<file path="src/rtl/vga_scanout.sv">
// Raster timing generator and registered RGB/sync output stage for the character display.
// Strobes are decoded from the next raster position so they line up with the counters.
module vga_scanout #(
    parameter int BPP    = 2,
    parameter int H_VIS  = 640,
    parameter int H_FP   = 16,
    parameter int H_SYNC = 96,
    parameter int H_BP   = 48,
    parameter int V_VIS  = 480,
    parameter int V_FP   = 10,
    parameter int V_SYNC = 2,
    parameter int V_BP   = 33
) (
    input  logic                 clk,
    input  logic                 rst_n,
    output logic                 newline,
    output logic                 advance,
    output logic [7:0]           line,
    input  logic [3*BPP-1:0]     pixel,
    output logic [BPP-1:0]       vga_red,
    output logic [BPP-1:0]       vga_grn,
    output logic [BPP-1:0]       vga_blu,
    output logic                 vga_hsync,
    output logic                 vga_vsync,
    output logic                 frame
);

    localparam int H_BLANK = H_FP + H_SYNC + H_BP;
    localparam int H_TOT   = H_BLANK + H_VIS;
    localparam int V_TOT   = V_VIS + V_FP + V_SYNC + V_BP;

    localparam logic [9:0] H_LAST     = 10'(H_TOT - 1);
    localparam logic [9:0] V_LAST     = 10'(V_TOT - 1);
    localparam logic [9:0] H_VIS_BEG  = 10'(H_BLANK);
    localparam logic [9:0] H_SYNC_BEG = 10'(H_FP);
    localparam logic [9:0] H_SYNC_END = 10'(H_FP + H_SYNC);
    localparam logic [9:0] V_VIS_END  = 10'(V_VIS);
    localparam logic [9:0] V_SYNC_BEG = 10'(V_VIS + V_FP);
    localparam logic [9:0] V_SYNC_END = 10'(V_VIS + V_FP + V_SYNC);

    logic [9:0] h, v;
    logic [9:0] h_nxt, v_nxt;
    logic       vis_nxt, newline_nxt, advance_nxt, frame_nxt;
    logic       hsync_nxt, vsync_nxt;
    logic       hsync_d, vsync_d;

    always_comb begin
        h_nxt = h + 10'd1;
        v_nxt = v;
        if (h == H_LAST) begin
            h_nxt = '0;
            v_nxt = (v == V_LAST) ? '0 : v + 10'd1;
        end
        vis_nxt     = (v_nxt < V_VIS_END);
        newline_nxt = (h_nxt == '0) && vis_nxt;
        advance_nxt = (h_nxt >= H_VIS_BEG) && vis_nxt;
        frame_nxt   = (h_nxt == '0) && (v_nxt == '0);
        hsync_nxt   = !((h_nxt >= H_SYNC_BEG) && (h_nxt < H_SYNC_END));
        vsync_nxt   = !((v_nxt >= V_SYNC_BEG) && (v_nxt < V_SYNC_END));
    end

    // Reset parks the raster on the last clock of a frame so release starts at (0,0).
    always_ff @(posedge clk or negedge rst_n) begin
        if (!rst_n) begin
            h       <= H_LAST;
            v       <= V_LAST;
            newline <= 1'b0;
            advance <= 1'b0;
            frame   <= 1'b0;
            line    <= '0;
            hsync_d <= 1'b1;
            vsync_d <= 1'b1;
        end else begin
            h       <= h_nxt;
            v       <= v_nxt;
            newline <= newline_nxt;
            advance <= advance_nxt;
            frame   <= frame_nxt;
            hsync_d <= hsync_nxt;
            vsync_d <= vsync_nxt;
            if (newline_nxt)
                line <= v_nxt[8:1];
        end
    end

    // Extra sync stage matches the one-clock pixel register below.
    always_ff @(posedge clk or negedge rst_n) begin
        if (!rst_n) begin
            vga_red   <= '0;
            vga_grn   <= '0;
            vga_blu   <= '0;
            vga_hsync <= 1'b1;
            vga_vsync <= 1'b1;
        end else begin
            vga_red   <= advance ? pixel[3*BPP-1 -: BPP] : '0;
            vga_grn   <= advance ? pixel[2*BPP-1 -: BPP] : '0;
            vga_blu   <= advance ? pixel[BPP-1   -: BPP] : '0;
            vga_hsync <= hsync_d;
            vga_vsync <= vsync_d;
        end
    end

endmodule

</file>
<file path="config.mk">
export PLATFORM = sky130hd
export DESIGN_NAME = vga_scanout
export DESIGN_NICKNAME = d
export VERILOG_FILES = /design/src/rtl/vga_scanout.sv
export SDC_FILE = /design/constraint.sdc
export NUM_CORES = 1
export LEC_CHECK = 0
export CAP_MARGIN = 10
export CORE_ASPECT_RATIO = 0.8
export CORE_MARGIN = 4
export CORE_UTILIZATION = 58
export DETAILED_ROUTE_END_ITERATION = 8
export PLACE_DENSITY = 0.85
export SYNTH_ARGS = -nofsm -noshare
export SYNTH_HDL_FRONTEND = slang
export SYNTH_SLANG_ARGS = --single-unit
</file>
<file path="constraint.sdc">
create_clock -name clk -period 6.3 [get_ports clk]
set_input_delay 1.26 -clock clk [delete_from_list [all_inputs] [get_ports clk]]
set_output_delay 1.26 -clock clk [all_outputs]
set_load 0.05 [all_outputs]
</file>
# Word-level counts from Yosys, hierarchy flattened
# Index checks and enable logic that the tools add are counted.
[op_classes]
muxes = 6
add_sub_neg = 2
reduce_logical = 9
eq_ne = 2
order_cmp = 6
[ops]
columns = ["op", "n"]
rows = [
  ["$mux 10", 3],
  ["$add 10x1->10 const B", 2],
  ["$eq 10x10->1 const B", 2],
  ["$logic_not 10->1", 2],
  ["$lt 10x9->1 const B", 2],
  ["$ge 10x5->1 const B", 1],
  ["$ge 10x8->1 const B", 1],
  ["$ge 10x9->1 const B", 1],
  ["$lt 10x7->1 const B", 1],
  ["$mux 2", 3],
  ["$logic_and 1x1->1", 5],
  ["$logic_not 1->1", 2],
]
[totals]
register_bits = 41
in_bits = 8
output_inout_bits = 19

# Depth between registers and ports, before layout
[logic_depth]
ltp_word = 6
mapped_depth = 8
depth_no_buf = 7

# Least setup slack after synthesis
# No wires, ideal clock.
[synth_path]
path_type = "flip-flop to flip-flop"
from = "reg h[0]"
to = "reg line[0]"
t_arrival_ps = 2569
path_slack_ps = 3607
stages_incl_launch_ff = 9
required_ps = 6175
cell_sequence = "dfstp_2 ha_1 nand4_2 or3_1 clkbuf_2 o31ai_1 o22ai_1 a211oi_4 mux2_2"
[synth_via]
elab_chain_cells = 4
elab_cells_between_ends = 7
classes_between = "1 x add/sub; 1 x order compare; 1 x eq/ne; 2 x mux; 2 x reduce/logical"
[synth_lines]
columns = ["element", "line", "text"]
rows = [
  ["start: declaration", "41", "logic [9:0] h, v;"],
  ["start signal: assignment", "74", "h <= h_nxt;"],
  ["$add 10x1->10 / $eq 10x10->1 (equally long branches)", "48, 50", ""],
  ["$mux 10", "50", "if (h == H_LAST) begin"],
  ["$logic_not 10->1 / $lt 10x9->1 (equally long branches)", "55, 54", ""],
  ["$logic_and 1x1->1 *", "55", "newline_nxt = (h_nxt == '0) && vis_nxt;"],
  ["named net newline_nxt", "43", "logic vis_nxt, newline_nxt, advance_nxt, frame_nxt;"],
  ["end signal: assignment", "82", "line <= v_nxt[8:1];"],
  ["end: declaration", "18", "output logic [7:0] line,"],
]
# Mark *: on every way through the listed nets, which the timed path passes. The rest lies on a longest branch.
# A chain may end at the register's enable or synchronous reset.

# Worst setup path after layout
[layout_path]
from = "reg h[0]"
to = "reg line[4]"
# Same word-level chain as after synthesis.

==> results.yml <==
drt:
  wire_per_inst_um: 16.52
  ant_nets: 0
  drtIter0Drc: 120
  dr.pass1.iters: 4
  drc: 0
  viasPerCell: 5.972
  totalWireLength_um: 4129
  vias: 1493
critical_path:
  critPathSlowestCell: "nor3_2"
  cpPeakStageDelay_ns: 0.84
  crit_buf_inv: 0
  startpoint_type: "register"
  crit_chain: "ha_1 -> nand4_2 -> nor3_2 -> o211a_1 -> o2111ai_1 -> a211oi_4 -> mux2_2"
  crit_cells: 7
  worstReg2RegStart: "h[0]"
  crit_fanout: 18
  endpoint_kind: "register"
  reg2reg_depth: 7
  cp-startpoint: "h[0]"
  worstPathArrival_ns: 3.62
  worst-endpoint-required_ns: 6.47
  path_class: "reg -> reg"
  critPathTopFamily: "compound AO/OA/AOI/OAI gates"
yosys:
  synthTopCellsByCount: "27 x dfrtp_1, 18 x nor2_1, 14 x dfstp_2"
  syn_inst: 181
  yosysMostFrequentCell: "dfrtp_1"
  yosysTopAreaCell: "dfrtp_1"
  synth_seq_cells: 41
  async_reset_ff_share_pct: 100.0
  synth_nets: 193
  seq_area_frac_synth_pct: 51.70
  yosys-top-cells-area: "dfrtp_1 33%, dfstp_2 18%, mux2_2 5.6%"
  synth.top_cell.area_share_pct: 33.48
  ys_types: 46
  ys.flop_type: "dfrtp_1"
  synth_edf_count: 0
  yosys_warnings: 0
  syn_area_per_cell_sq_um: 11.15
  synth_area_sq_um: 2018
hold_path:
  hp-start: "hsync_d"
  hold_path_depth: 0
  holdCritPathClass: "reg -> reg"
floorplanning:
  die_x_um: 73.95
  initial_utilization_pct: 62.67
  io_pins: 27
  num_rows: 18
  die_y_um: 60.76
  core-area_sq_um: 3221
  die_area_sq_um: 4493
finish:
  final_layout_size_suffix_gt1_share_pct: 20.00
  final_area_sq_um: 2401
  antenna_cells: 0
  nNetsFinal: 221
  area_delta_synth_final_pct: 18.97
timing:
  tightest_slew_ns: 1.014
  final.period_utilization_pct: 54.63
  fmax_mhz: 290.6
  slew_viol_final: 0
  skew_ns: 0.006199
  fin_tns_setup_ns: 0
  setup_viol: 0
  fin_crit_ns: 3.441
  max_slew_margin_pct: 32.02
  rsz0062_at_grt: "false"
  hold_violations: 0
clocking:
  cts.repair.resized: 0
  tritoncts: "done"
  post_cts_buffers: 0
  cts_max_level: 2
  clk_pin_slew_ns: 0.08
  clock_latency_ns: 0.29
  clock_path_buffers: 2
  cts_sinks: 41
  cts_root_buf: "clkbuf_8"
  ctsHoldBuffers: 0
  numCtsBuffers: 5
global_route:
  antenna_found_initial: 0
  grt_usage_pct: 20.61
  grt_pass1_wl_um: 6741
  grt_pass1_vias: 1375
  grt_max_degree: 42
  grt.overflow.total: 0
place:
  io_buffers: 26
  gp_congestion: 0.8772
  dp_hpwl_um: 2945
  placed_cell_area_sq_um: 2281
pwr:
  p_leak_nw: 0.9637
  p_int_uw: 395.6
  comb_power_share_pct: 1.7
  switching_share_pct: 18.90
  p_sw_uw: 92.17
  power_density_nw_per_um2: 203.1
  pwr-share-seq_pct: 54.0
  clkPwrFrac_pct: 44.3
  ir_worst_vdd_v: 0.0001835
status:
  status: "completed"
run:
  drv_cap: 0
## through the flow
| stage | power [mW] | cells | util (%) | setup WS [ns] | hold WS [ns] |
|---|---|---|---|---|---|
| after floorplan | 0.2683 | 181 | - | 3.607 | 0.3452 |
| after global placement | 0.2769 | 242 | 70.82 | 3.126 | 0.3453 |
| after detailed placement | 0.2771 | 242 | 70.82 | 2.963 | 0.3498 |
| after CTS | 0.4926 | 250 | 74.55 | 2.937 | 0.3612 |
| after global routing | 0.5096 | 250 | 74.55 | 2.683 | 0.3678 |
| final | 0.4878 | 250 | 74.55 | 2.859 | 0.3587 |
## state kept, by name, summed over array words and instances (netlist names)
signal	count
vga_red	2
frame	1
hsync_d	1
line	8
vga_hsync	1
vga_vsync	1
vga_grn	2
v	10
newline	1
advance	1
vsync_d	1
vga_blu	2
h	10
## layout by cell type, fill, tap and decap left out, drive strengths merged, types with 5 or more instances in the layout
| cell | synthesis | routed |
|---|---|---|
| and2 | 9 | 9 |
| clkbuf | 2 | 6 |
| clkdlybuf4s50 | 0 | 25 |
| dfrtp | 27 | 27 |
| dfstp | 14 | 14 |
| inv | 8 | 8 |
| mux2 | 10 | 10 |
| nand2 | 12 | 12 |
| nand3 | 8 | 8 |
| nand4 | 5 | 5 |
| nor2 | 18 | 18 |
| o21ai | 6 | 6 |
| xnor2 | 9 | 9 |
## layout make-up
type / count / area, sq um
Clock buffer: 6 / 82.58
Clock inverter: 2 / 37.54
Fill cell: 226 / 819.5
Inverter: 8 / 30.03
Multi-Input combinational cell: 127 / 902.1
Sequential cell: 41 / 1044
Tap cell: 40 / 50.05
Timing Repair Buffer: 26 / 255.2
## power by group through the flow
stage	logic [mW]	clock network, mW	registers [mW]
floorplan	0.000000461	0	0.268
global placement	0.00866	0	0.268
detailed placement	0.00883	0	0.268
CTS	0.00881	0.220	0.263
global route	0.00998	0.236	0.263
finish	0.00838	0.216	0.263
## layer usage
layer	share of wire (%)	track usage, %
met3	9.8	7.616
met1	46	28.69
met5	0	0
met4	1.6	8.269
met2	42	29.29
## worst reg2reg max path: stages, from the launching register on
cell and delay [ns]:
dfstp_2 0.57, ha_1 0.24, nand4_2 0.17, nor3_2 0.84
o211a_1 0.29, o2111ai_1 0.23, a211oi_4 0.58, mux2_2 0.41
## cells by family after synthesis
logic type	count (synthesis)	share of synthesized area [%]
multiplexers	10	5.580
adder cells (fa/ha/maj)	4	2.480
AND/OR/NAND/NOR	73	21.27
buffers and inverters	13	3.595
AO/OA/AOI/OAI	27	9.734
XOR/XNOR	13	5.642
flip-flops	41	51.70
## worst paths after layout
check,to,slack (ns)
max reg2reg,line[4],2.86
max,line[4],2.86
min reg2reg,vga_hsync,0.36
max in group asynchronous,v[5],4.69
min,vga_hsync,0.36
min in group asynchronous,vga_blu[0],1.07
Power figures use the tool's default switching activity.
